<file path="config.mk">
export PLATFORM = sky130hd
export DESIGN_NAME = pll_ctrl
export DESIGN_NICKNAME = d
export VERILOG_FILES = /design/src/rtl/pll_ctrl_pkg.sv /design/src/rtl/sync_2ff.sv /design/src/rtl/pll_ctrl.sv
export SDC_FILE = /design/constraint.sdc
export NUM_CORES = 1
export LEC_CHECK = 0
export ABC_CLOCK_PERIOD_IN_PS = 2950
export CAP_MARGIN = 20
export CORE_MARGIN = 2
export CORE_UTILIZATION = 53
export DETAILED_ROUTE_END_ITERATION = 16
export GPL_TIMING_DRIVEN = 0
export PLACE_DENSITY = 0.79
export REMOVE_ABC_BUFFERS = 1
export SYNTH_ARGS = -nofsm -noshare
export SYNTH_HDL_FRONTEND = slang
export SYNTH_SLANG_ARGS = --single-unit
</file>
<file path="constraint.sdc">
create_clock -name clk_i -period 2.95 [get_ports clk_i]
set_input_delay 0.59 -clock clk_i [delete_from_list [all_inputs] [get_ports clk_i]]
set_output_delay 0.59 -clock clk_i [all_outputs]
set_load 0.005 [all_outputs]
</file>
<file path="src/rtl/pll_ctrl_pkg.sv">
// Shared types and helpers for the PLL configuration / lock-supervision controller.
package pll_ctrl_pkg;

   typedef enum logic [1:0] {
      SETTLE    = 2'd0,
      WAIT_LOCK = 2'd1,
      LOCKED    = 2'd2,
      FAIL      = 2'd3
   } pll_ctrl_state_e;

   // Width of a down-counter that must hold values 0..max_val.
   function automatic int cnt_width(input int max_val);
      return (max_val < 1) ? 1 : $clog2(max_val + 1);
   endfunction

endpackage

</file>
<file path="src/rtl/sync_2ff.sv">
// Two-flop synchronizer for bringing asynchronous levels into the clk_i domain.
module sync_2ff #(
   parameter int WIDTH = 1
) (
   input  logic             clk_i,
   input  logic             arst_ni,
   input  logic [WIDTH-1:0] d_i,
   output logic [WIDTH-1:0] q_o
);

   logic [WIDTH-1:0] meta_q, meta_d;
   logic [WIDTH-1:0] sync_q, sync_d;

   // Shift the async level through two stages.
   always_comb begin
      meta_d = d_i;
      sync_d = meta_q;
   end

   // Synchronizer flops, cleared on reset.
   always_ff @(posedge clk_i or negedge arst_ni) begin
      if (!arst_ni) begin
         meta_q <= '0;
         sync_q <= '0;
      end else begin
         meta_q <= meta_d;
         sync_q <= sync_d;
      end
   end

   assign q_o = sync_q;

endmodule

</file>
<file path="src/rtl/pll_ctrl.sv">
// PLL divider configuration and lock supervision: accepts divider requests,
// waits out a settle window, watches the synchronized lock, gates the clock.
module pll_ctrl
   import pll_ctrl_pkg::*;
#(
   parameter int REF_DEV_WIDTH = 4,
   parameter int FB_DIV_WIDTH  = 8,
   parameter int RESET_REF_DIV = 1,
   parameter int RESET_FB_DIV  = 1,
   parameter int SETTLE_CYCLES = 8,
   parameter int LOCK_TIMEOUT  = 40000
) (
   input  logic                     clk_i,
   input  logic                     arst_ni,
   input  logic                     req_valid_i,
   output logic                     req_ready_o,
   input  logic [REF_DEV_WIDTH-1:0] req_ref_div_i,
   input  logic [FB_DIV_WIDTH-1:0]  req_fb_div_i,
   output logic [REF_DEV_WIDTH-1:0] ref_div_o,
   output logic [FB_DIV_WIDTH-1:0]  fb_div_o,
   input  logic                     pll_locked_i,
   output logic                     locked_o,
   output logic                     clk_en_o,
   output logic                     busy_o,
   output logic                     timeout_o,
   output logic                     lock_lost_o
);

   localparam int SW = cnt_width(SETTLE_CYCLES);
   localparam int TW = cnt_width(LOCK_TIMEOUT);
   localparam logic [SW-1:0] SETTLE_INIT = SW'(SETTLE_CYCLES);
   localparam logic [TW-1:0] TMO_INIT    = TW'(LOCK_TIMEOUT);

   pll_ctrl_state_e state_q, state_d;
   logic [SW-1:0] settle_cnt_q, settle_cnt_d;
   logic [TW-1:0] tmo_cnt_q, tmo_cnt_d;
   logic [REF_DEV_WIDTH-1:0] ref_div_q, ref_div_d;
   logic [FB_DIV_WIDTH-1:0]  fb_div_q, fb_div_d;
   logic ready_q, ready_d;
   logic locked_q, locked_d;
   logic busy_q, busy_d;
   logic timeout_q, timeout_d;
   logic lost_q, lost_d;
   logic lock_s;
   logic accept;

   sync_2ff #(.WIDTH(1)) u_lock_sync (
      .clk_i   (clk_i),
      .arst_ni (arst_ni),
      .d_i     (pll_locked_i),
      .q_o     (lock_s)
   );

   // A request transfers only while the registered ready is high.
   assign accept = req_valid_i & ready_q;

   // State register plus counters and registered outputs.
   always_ff @(posedge clk_i or negedge arst_ni) begin
      if (!arst_ni) begin
         state_q      <= SETTLE;
         settle_cnt_q <= SETTLE_INIT;
         tmo_cnt_q    <= TMO_INIT;
         ref_div_q    <= REF_DEV_WIDTH'(RESET_REF_DIV);
         fb_div_q     <= FB_DIV_WIDTH'(RESET_FB_DIV);
         ready_q      <= 1'b0;
         locked_q     <= 1'b0;
         busy_q       <= 1'b1;
         timeout_q    <= 1'b0;
         lost_q       <= 1'b0;
      end else begin
         state_q      <= state_d;
         settle_cnt_q <= settle_cnt_d;
         tmo_cnt_q    <= tmo_cnt_d;
         ref_div_q    <= ref_div_d;
         fb_div_q     <= fb_div_d;
         ready_q      <= ready_d;
         locked_q     <= locked_d;
         busy_q       <= busy_d;
         timeout_q    <= timeout_d;
         lost_q       <= lost_d;
      end
   end

   // Next state and counters; an accepted request overrides everything, and
   // a lock seen on the last timeout cycle beats the timeout.
   always_comb begin
      state_d      = state_q;
      settle_cnt_d = settle_cnt_q;
      tmo_cnt_d    = tmo_cnt_q;
      if (accept) begin
         state_d      = SETTLE;
         settle_cnt_d = SETTLE_INIT;
      end else begin
         case (state_q)
            SETTLE: begin
               if (settle_cnt_q != '0) settle_cnt_d = settle_cnt_q - SW'(1);
               if (settle_cnt_q <= SW'(1)) begin
                  state_d   = WAIT_LOCK;
                  tmo_cnt_d = TMO_INIT;
               end
            end
            WAIT_LOCK: begin
               if (lock_s) begin
                  state_d = LOCKED;
               end else begin
                  if (tmo_cnt_q != '0) tmo_cnt_d = tmo_cnt_q - TW'(1);
                  if (tmo_cnt_q <= TW'(1)) state_d = FAIL;
               end
            end
            LOCKED: begin
               if (!lock_s) begin
                  state_d   = WAIT_LOCK;
                  tmo_cnt_d = TMO_INIT;
               end
            end
            default: state_d = state_q;
         endcase
      end
   end

   // Output flop inputs decoded from the next state so outputs align with it.
   always_comb begin
      ready_d   = (state_d == LOCKED) || (state_d == FAIL);
      locked_d  = (state_d == LOCKED);
      busy_d    = (state_d == SETTLE) || (state_d == WAIT_LOCK);
      lost_d    = (state_q == LOCKED) && !lock_s && !accept;
      timeout_d = timeout_q;
      ref_div_d = ref_div_q;
      fb_div_d  = fb_div_q;
      if (accept) begin
         timeout_d = 1'b0;
         // A zero divider would stall the PLL, so clamp it to 1.
         ref_div_d = (req_ref_div_i == '0) ? REF_DEV_WIDTH'(1) : req_ref_div_i;
         fb_div_d  = (req_fb_div_i == '0) ? FB_DIV_WIDTH'(1) : req_fb_div_i;
      end else if ((state_q == WAIT_LOCK) && (state_d == FAIL)) begin
         timeout_d = 1'b1;
      end
   end

   assign req_ready_o = ready_q;
   assign ref_div_o   = ref_div_q;
   assign fb_div_o    = fb_div_q;
   assign locked_o    = locked_q;
   assign clk_en_o    = locked_q;
   assign busy_o      = busy_q;
   assign timeout_o   = timeout_q;
   assign lock_lost_o = lost_q;

endmodule
</file>
[Yosys cells after proc, flatten, opt, wreduce, memory -nomap -nowiden]
Index checks and enable logic that the tools add are counted.
Cells by class
  divide/modulo/power cells: 0
  shift operators: 0
  mux-type cells: 18
  $mul: 0
  bitwise logic cells: 2
  reductions and logical operators: 19
  $lt $le $gt $ge: 2
  add/sub/neg operators: 2
  equality and inequality tests: 9
Operators with widths (count)
  16-bit two-way mux: 4
  16-bit case mux with 3 select lines: 1
  16-bit by 1-bit less-or-equal comparator with 1-bit output, second input constant: 1
  4-bit two-way mux: 4
  16-bit nonzero test: 1
  16-bit by 1-bit subtractor with 16-bit output, second input constant: 1
  2-bit two-way mux: 5
  8-bit zero test: 1
  8-bit two-way mux: 1
  2-bit inequality test, second input constant: 4
  2-bit == test, second input constant: 3
  2-bit case mux with 3 select lines: 1
  6-bit AND reduction: 1
  2-bit nonzero test: 3
  2-bit by 1-bit == test with 1-bit output, second input constant: 2
  4-bit by 1-bit less-or-equal comparator with 1-bit output, second input constant: 1
  2-bit zero test: 2
  4-bit zero test: 1
  4-bit nonzero test: 1
  4-bit by 1-bit subtractor with 4-bit output, second input constant: 1
  1-bit logical AND: 3
  3-bit nonzero test: 1
  1-bit zero test: 2
  1-bit logical OR: 2
  4 further kinds: 5
Word-level totals
  memory bits (writable): 0
  flip-flop bits (word level): 41
  logic and storage cells: 64
  bits of input ports: 16
  output and inout port bits: 18
  memories: 0
  ROM bits: 0
  latch bits: 0

[Depth between registers and ports, before layout]
Gate-level depths: netlist of run 1.
  depth in word-level cells: 9
  gate-level depth with buffers: 8
  gate-level depth less buffers: 7

[Modules after synthesis]
Synthesis of run 1 repeated with hierarchy kept, for this count alone.
Unflattened totals
  cells, all modules: 229
  area total of the unflattened synthesis: 2134.5 um^2
By module, submodules not included
  pll_ctrl: cells an instance 227, instances 1, area an instance 2084.5 um^2, seq. area each 987.2 um^2
  sync_2ff: cells an instance 2, instances 1, area an instance 50.0 um^2, seq. area each 50.0 um^2

[Worst setup path before layout of run 1]
No wires, ideal clock.
  kind: register -> register
  start point: register tmo_cnt_q[0]
  end point: register tmo_cnt_q[8]
  buffers on the path: 0
  library setup time: 135 ps
  required time: 2815 ps
  period minus slack after synthesis: 2202 ps
  stages on the path, launching flop included: 8
  data arrival time: 2067 ps
  slack: 748 ps
  path through: dfrtp_1 > inv_1 > ha_1 > or3b_2 > or3_1 > or3_1 > a21boi_0 > a2bb2oi_1
Between the ends
  word-level cells in the longest chain between the ends: 4
  elaborated cells between the ends (all ways): 7
  those cells by class: add/sub (1); eq/ne (1); mux (3); reduce/logical (2)
RTL lines
  from (decl): line pll_ctrl.sv:36  | logic [TW-1:0] tmo_cnt_q, tmo_cnt_d;
  from (signal assigned): line pll_ctrl.sv:73  | tmo_cnt_q <= tmo_cnt_d;
  16-bit by 1-bit subtractor with 16-bit output: line pll_ctrl.sv:106  | if (tmo_cnt_q != '0) tmo_cnt_d = tmo_cnt_q - TW'(1);
  16-bit two-way mux: line pll_ctrl.sv:106
  16-bit two-way mux: line pll_ctrl.sv:103  | if (lock_s) begin
  16-bit case mux with 3 select lines: line pll_ctrl.sv:94  | case (state_q)
Parallel ways exist; a longest one is shown, timed or not. The select of a mux whose other input is x is not followed.
A chain may end at the register's enable or synchronous reset.

[Worst setup path in the final report of run 1]
  start point: input req_valid_i
  end point: register tmo_cnt_q[11]
Between the ends
  word-level cells in the longest chain between the ends: 3
RTL lines
  from (decl): line pll_ctrl.sv:15  | input logic req_valid_i,
  1-bit bitwise AND: line pll_ctrl.sv:55  | assign accept = req_valid_i & ready_q;
  1-bit inverter (no source line)
  6-bit AND reduction (no source line)
Every way passes these cells.

==> metrics.md, run 1 <==
| Metric | Value |
|---|---|
| Status | `finished, final reports clean` |
| Largest family of logic cells by synthesized area | `simple AND/OR/NAND/NOR gates` |
| Peak supply drop | `0.6538 mV` |
| Post-synthesis xor/xnor area fraction | `1.277%` |
| Synth Area in Simple Gates | `23.24%` |
| Worst Path Max Fanout | `17` |
| Most frequent cells in the layout | `42 x nand2_1, 32 x dfrtp_1, 32 x clkdlybuf4s50_1, 22 x nor2_1` |
| Initial antenna violation count | `0` |
| Crit-path cells | `clkdlybuf4s50_1, and2_1, nor3b_1, o21ai_0, o31ai_1` |
| First-pass GRT wire length | `7.203 mm` |
| Slowest stage delay, CP | `630 ps` |
| Seq/Total Area, Yosys | `50.43%` |
| Final worst-path cycle share | `86.77%` |
| Postcts setup bufs | `0` |
| Register Area | `1037 µm²` |
| Met1 Track Usage GR | `29.62%` |
| Max cap viols | `0` |
| Worst skew pair latency | `280 ps` |
| Max Fclk | `390.7 MHz` |
| R2r startpoint | `state_q[1]$_DFF_PN0_` |
| CP arrival | `2740 ps` |
| Yosys reg bits | `41` |
| Vias in the first global route | `1610` |
| Ports | `34` |
| EDFF count, synth | `0` |
| Initial Utilization | `55.77%` |
| Final WL | `4.098 mm` |
| Synth Area in Compound Gates | `15.51%` |
| Number of CTS-inserted buffers | `5` |
| Final Hold Vio Count | `0` |
| DP HPWL | `2.907 mm` |
| Area Overhead vs Synth | `21.47%` |
| Mean Syn Cell Area | `9.612 µm²` |
| Worst hold path class | `primary input to async pin` |
| Reg2reg end | `tmo_cnt_q[11]$_DFFE_PN1P_` |
| Final GP Congestion | `0.8595` |
| CP Class | `primary input to register` |
| Row cnt | `22` |
| Actual transition at the worst max-transition pin | `650.4 ps` |
| DR WL/cell | `13.80 µm` |
| GR Util met2 | `33.63%` |
| Final Util | `67.74%` |
| Met3 Use GR | `5.281%` |
| Fill cell count | `297` |
| Setup TNS | `0 ps` |
| Min Clock Period, post-route | `2560 ps` |
| Die width | `66.30 µm` |
| Iteration-0 DRC Markers | `46` |
| Drt drc | `0` |
| Total Routing Usage GR | `21.43%` |
| Commonest non-fill, non-tap cell in the layout | `nand2_1` |
| Clock-pin slew on the worst setup and hold paths | `80 ps` |
| Gr busiest metal | `met2` |
| Congestion Overflow GR | `0` |
| Slowest-stage cell, CP | `nor3b_1` |
| Post-CTS resize count | `0` |
| PwrDens | `948.0 nW/µm²` |
| Largest net degree at the start of global routing | `42` |
| Die Height | `66.30 µm` |
| Vias per std cell | `5.411` |
| CTS max path bufs | `2` |
| Final setup violating endpoints | `0` |
| CTS Root Cell | `clkbuf_8` |
| Worst r2r path cells | `5` |
| Hold_buf cts | `0` |
| PortBufs | `33` |
| CTS tree | `yes` |
| Total power | `2.369 mW` |
| Via Count | `1607` |
| Fin. max-slew vios | `0` |
| Core area | `3689 µm²` |
| Mapped Cells | `214` |
| ANT nets after route | `0` |
| CTS H-tree depth | `2` |
| Ys async rst share | `100.0%` |
| Critical Path Source Type | `primary input` |
| Max-slew headroom | `56.55%` |
| Multi-input gate area | `920.9 µm²` |
| Synth Warn # | `0` |
| # nets final | `269` |
| FF-to-FF setup slack | `470 ps` |
| # diodes | `0` |
| Mux contribution to synthesized area | `1.217%` |
| Pleak | `1.097 nW` |
| Worst clock skew | `11.39 ps` |
| Number of unique standard cell types used by synthesis | `48` |
| Setup crit end kind | `register` |
| Mapped Area | `2057 µm²` |
| Die area | `4396 µm²` |
| 1st-pass router iterations | `4` |
| Main synth FF type | `dfrtp_1` |
| Layout cells sized above 1 | `12.05%` |
| RSZ-0062 raised after global routing | `no` |
| Critical Path RT | `3130 ps` |
| Adder-Cell Fraction of Synth Area | `3.528%` |
| CTS Sinks | `41` |
-- kinds of logic (layout without fill, tap and decap cells) --
family          count (synthesis)  after routing
flops                          41             41
buf+inv                        19             54
mux                             2              2
simple gates                   99             99
fa+ha+maj                       6              6
xor+xnor                        3              3
compound gates                 44             44
-- critical path, delay by kind of cell --
| kind | cells | cell delay [ps] |
|---|---|---|
| compound gates | 2 | 750 |
| simple gates | 2 | 980 |
| buf+inv | 1 | 420 |
-- synthesized netlist by cell type (2+ instances only) --
cell type | count | share of area, %
nand2_1 | 42 | 7.7
dfrtp_1 | 32 | 39
nor2_1 | 22 | 4.0
inv_1 | 12 | 2.2
o21ai_0 | 12 | 2.9
dfstp_2 | 9 | 11
nor3_1 | 8 | 1.9
o31ai_1 | 6 | 2.2
ha_1 | 5 | 3.0
or3_1 | 5 | 1.5
a21boi_0 | 4 | 1.5
a21oi_1 | 4 | 0.97
clkbuf_1 | 3 | 0.55
nand3_1 | 3 | 0.73
o22a_1 | 3 | 1.3
o41ai_1 | 3 | 1.3
or4_1 | 3 | 1.1
a21o_1 | 2 | 0.73
buf_4 | 2 | 0.73
clkbuf_8 | 2 | 1.3
nand2b_1 | 2 | 0.61
or2_2 | 2 | 0.61
or4_4 | 2 | 1.1
xnor2_1 | 2 | 0.85
-- final cells by class --
class | count | share of cell area (%)
Inverter | 12 | 1.803
Timing Repair Buffer | 34 | 13.82
Tap cell | 48 | 2.404
Clock buffer | 8 | 3.605
Multi-Input combinational cell | 154 | 36.86
Sequential cell | 41 | 41.51
-- where the power goes --
part	leakage [nW]	switching, mW	internal [mW]
registers	0.504	0.165	0.781
clock network	0.0455	0.175	0.191
logic	0.548	0.560	0.497
total	1.10	0.900	1.47
-- flip-flops by register name, indices dropped and copies added (netlist names) --
signal / count
busy_o: 1
clk_en_o: 1
fb_div_o: 8
lock_lost_o: 1
ref_div_o: 4
req_ready_o: 1
settle_cnt_q: 4
state_q: 2
timeout_o: 1
tmo_cnt_q: 16
u_lock_sync.meta_q: 1
u_lock_sync.q_o: 1
-- how the worst max path moves through the flow --
stage                             startpoint                         to  slack [ps]
CTS                              req_valid_i  tmo_cnt_q[11]$_DFFE_PN1P_         380
finish                           req_valid_i  tmo_cnt_q[11]$_DFFE_PN1P_         390
detailed placement               req_valid_i  tmo_cnt_q[11]$_DFFE_PN1P_          80
global route                     req_valid_i  tmo_cnt_q[11]$_DFFE_PN1P_         170
floorplan           tmo_cnt_q[0]$_DFFE_PN0P_   tmo_cnt_q[8]$_DFFE_PN0P_         750
global placement                 req_valid_i   tmo_cnt_q[9]$_DFFE_PN0P_          90
-- per-layer routing --
metal / wire (µm) / part of all wire (%)
met1: 2017 / 49
met2: 1881 / 46
met3: 182 / 4.4
met4: 17 / 0.41
met5: 0 / 0
-- stage by stage --
stage | instance area (µm²) | std cells | hold WS (ps) | setup WS, ps
floorplan | 2003 | 207 | 294.4 | 748.0
global route | 2499 | 297 | 280.5 | 165.1
detailed placement | 2409 | 289 | 342.4 | 84.99
finish | 2499 | 297 | 265.5 | 390.4
global placement | 2394 | 288 | 333.0 | 86.58
CTS | 2499 | 297 | 265.8 | 378.4
Power figures use the tool's default switching activity.
==> inputs of run 2 (changes only) <==
--- a/config.mk
+++ b/config.mk
@@ -5,13 +5,15 @@
 export SDC_FILE = /design/constraint.sdc
 export NUM_CORES = 1
 export LEC_CHECK = 0
+export ABC_AREA = 1
 export ABC_CLOCK_PERIOD_IN_PS = 2950
 export CAP_MARGIN = 20
 export CORE_MARGIN = 2
-export CORE_UTILIZATION = 53
+export CORE_UTILIZATION = 54
 export DETAILED_ROUTE_END_ITERATION = 16
 export GPL_TIMING_DRIVEN = 0
-export PLACE_DENSITY = 0.79
+export HOLD_SLACK_MARGIN = 0.08
+export PLACE_DENSITY = 0.8
 export REMOVE_ABC_BUFFERS = 1
 export SYNTH_ARGS = -nofsm -noshare
 export SYNTH_HDL_FRONTEND = slang
==> run 2 against run 1 <==
  * Via count rose by 19%
  * Clock skew fell by 4.9 ps
  * Global-route usage rose by 1.6 points
  * Utilization fell by 0.74 points
  * Non-clock buffer count did not move
  * Highest routed layer unchanged
  * Sequential share of layout area fell by 2.8 points
  * Worst setup slack improved by 300 ps
  * Critical path type unchanged
  * Critical endpoint is now tmo_cnt_q[6]$_DFFE_PN1P_
  * Largest power group unchanged
  * Register-to-register slack improved by 550 ps
==> metrics.md, run 2 <==
| Metric | Value |
|---|---|
| Vias per std cell | `5.104 (-5.7%)` |
| Min Hold Slack | `238.6 ps (-26.93 ps)` |
| Synth top cells by count | `96 x nand2_1, 44 x nor2_1, 32 x dfrtp_1` |
| Post-Place Cells | `367 (+27%)` |
| Hold_buf cts | `0 (unchanged)` |
| DR WL/cell | `11.84 µm (-14%)` |
| Final worst-path cycle share | `76.61% (-10 points)` |
| 1st-pass router iterations | `4 (unchanged)` |
| Ys async rst share | `100.0% (unchanged)` |
| Final Instance Count excl. Fillers | `374 (+26%)` |
| Total Routing Usage GR | `23.06% (+1.6 points)` |
| Seq/Total Area, Yosys | `46.47% (-4.0 points)` |
| CTS tree | `yes` |
| Top-area cell type share of the netlist area | `35.87% (-3.1 points)` |
| Slowest-stage cell, CP | `nand2_1` |
| CP Class | `primary input to register` |
| Most frequent cells in the layout | `96 x nand2_1, 44 x nor2_1, 32 x dfrtp_1, 32 x clkdlybuf4s50_1, 27 x inv_1` |
| EDFF count, synth | `0 (unchanged)` |
| PwrDens | `1050 nW/µm² (+11%)` |
| FF-to-FF setup slack | `1020 ps (+550 ps)` |
| Critical Path RT | `3180 ps (+50 ps)` |
| Worst clock skew | `6.495 ps (-4.896 ps)` |
| Max Fclk | `442.5 MHz (+13%)` |
| Final setup violating endpoints | `0 (unchanged)` |
| # diodes | `0 (unchanged)` |
| Iteration-0 DRC Markers | `81 (+76%)` |
| Core area | `4000 µm² (+8.4%)` |
| Max cap viols | `0 (unchanged)` |
| Slowest stage delay, CP | `580 ps (-50 ps)` |
| Die width | `68.30 µm (+3.0%)` |
| CP arrival | `2490 ps (-250 ps)` |
| CTS Sinks | `41 (unchanged)` |
| Peak supply drop | `0.5696 mV (-13%)` |
| Commonest non-fill, non-tap cell in the layout | `nand2_1` |
| Mapped Area | `2232 µm² (+8.5%)` |
| Fin. max-slew vios | `0 (unchanged)` |
| Die Height | `68.30 µm (+3.0%)` |
| DP HPWL | `3.224 mm (+11%)` |
| Ports | `34 (unchanged)` |
| Post-CTS resize count | `0 (unchanged)` |
| Yosys reg bits | `41 (unchanged)` |
| Top cells by area, synth | `dfrtp_1 36%, nand2_1 16%, dfstp_2 11%` |
| Worst skew pair latency | `290 ps (about the same)` |
| Synth Warn # | `0 (unchanged)` |
| Row cnt | `23 (+4.5%)` |
| Main synth FF type | `dfrtp_1` |
| Congestion Overflow GR | `0 (unchanged)` |
| Most frequent CP cell | `nand2_1` |
| Final WL | `4.427 mm (+8.0%)` |
| RSZ-0062 raised after global routing | `no` |
| CTS Root Cell | `clkbuf_8` |
| # nets final | `345 (+28%)` |
| Reg with most FFs | `tmo_cnt_q` |
| ANT nets after route | `0 (unchanged)` |
| Via Count | `1909 (+19%)` |
| Die area | `4664 µm² (+6.1%)` |
| Initial antenna violation count | `0 (unchanged)` |
| Setup crit end kind | `register` |
| CTS max path bufs | `2 (unchanged)` |
| Clock-pin slew on the worst setup and hold paths | `80 ps (about the same)` |
| Area Overhead vs Synth | `20.07%` |
| PortBufs | `33 (unchanged)` |
| Final Hold Vio Count | `0 (unchanged)` |
| Drt drc | `0 (unchanged)` |
| Mapped Cells | `290 (+36%)` |
| Status | `finished, final reports clean` |
| First-pass GRT wire length | `7.866 mm (+9.2%)` |
| Max-slew headroom | `48.18% (-8.4 points)` |
| Pleak | `1.304 nW (+19%)` |
| Placed cell area | `2594 µm² (+7.7%)` |
| Fin area | `2680 µm² (+7.3%)` |
| Largest area contributor in the netlist | `dfrtp_1` |
| Initial Utilization | `55.80% (about the same)` |
| Setup TNS | `0 ps (unchanged)` |
| Critical Path Source Type | `primary input` |
| Worst Path Max Fanout | `25 (+8)` |
| CTS H-tree depth | `2 (unchanged)` |
| Mean Syn Cell Area | `7.697 µm² (-20%)` |
| Final GP Congestion | `0.8092 (-5.9%)` |
| Max reg flops | `16 (unchanged)` |
| Number of CTS-inserted buffers | `5 (unchanged)` |
| Postcts setup bufs | `0 (unchanged)` |
| Min Clock Period, post-route | `2260 ps (-299.5 ps)` |
| Largest net degree at the start of global routing | `26 (-38%)` |
| Number of unique standard cell types used by synthesis | `31 (-35%)` |
| Crit-path cells | `clkdlybuf4s50_1, nand2_1, nand3_4, nor2_8, nand2_1, o21ai_2` |
| Actual transition at the worst max-transition pin | `775.4 ps (+125.0 ps)` |
| Cell with the most instances after synthesis | `nand2_1` |
| Worst hold path class | `primary input to async pin` |
| Vias in the first global route | `1872 (+16%)` |
| Layout cells sized above 1 | `10.80% (-1.2 points)` |
-- run 2: power breakdown --
group / internal (mW) / switching [mW] / total [mW]
registers: 0.834 / 0.186 / 1.02
logic: 0.585 / 0.841 / 1.43
clock network: 0.186 / 0.183 / 0.369
-- run 2: cell families after synthesis --
kind of cell / after synthesis / share of synthesized area [%]
XOR/XNOR: 3 / 1.177
adder cells (fa/ha/maj): 5 / 2.803
AO/OA/AOI/OAI: 33 / 8.857
AND/OR/NAND/NOR: 172 / 33.41
flip-flops: 41 / 46.47
buffers and inverters: 36 / 7.286
-- run 2: worst paths after layout --
| path | end | from | cells past startpoint |
|---|---|---|---|
| worst min-delay path | tmo_cnt_q[3]$_DFFE_PN0P_ | arst_ni | 1 |
| min in group clk_i | u_lock_sync.q_o$_DFF_PN0_ | u_lock_sync.meta_q$_DFF_PN0_ | 0 |
| max in group asynchronous | busy_o$_DFF_PN1_ | arst_ni | 2 |
| worst max register to register | tmo_cnt_q[6]$_DFFE_PN1P_ | req_ready_o$_DFF_PN0_ | 5 |
| worst min register to register | u_lock_sync.q_o$_DFF_PN0_ | u_lock_sync.meta_q$_DFF_PN0_ | 0 |
| worst max-delay path | tmo_cnt_q[6]$_DFFE_PN1P_ | req_valid_i | 6 |
-- run 2: through the flow --
stage | total power [mW] | setup slack (ps) | utilization (%)
floorplan | 1.959 | 1176 | -
global placement | 2.415 | 253.0 | 64.28
detailed placement | 2.465 | 347.5 | 64.84
CTS | 2.852 | 660.1 | 67.00
global route | 3.115 | 515.6 | 67.00
finish | 2.815 | 689.9 | 67.00
-- run 2: critical path: cells and delay by family --
family	cells	cell delay, ps
AOI/OAI and AO/OA	1	80
buffers and inverters	1	400
and+or+nand+nor	4	1400
-- run 2: final cells by class --
| type | count | area, µm² |
|---|---|---|
| sequential | 41 | 1037 |
| tap | 50 | 62.56 |
| inverter | 29 | 108.9 |
| multi-input combinational | 213 | 1032 |
| clock buffer | 7 | 86.33 |
| fill | 345 | 1320 |
| timing repair buffer | 34 | 352.8 |
-- run 2: metal layers --
layer / track usage (%) / part of all wire (%)
met2: 41.99 / 50
met3: 7.072 / 5.9
met1: 25.26 / 42
met4: 7.750 / 1.4
met5: 0 / 0
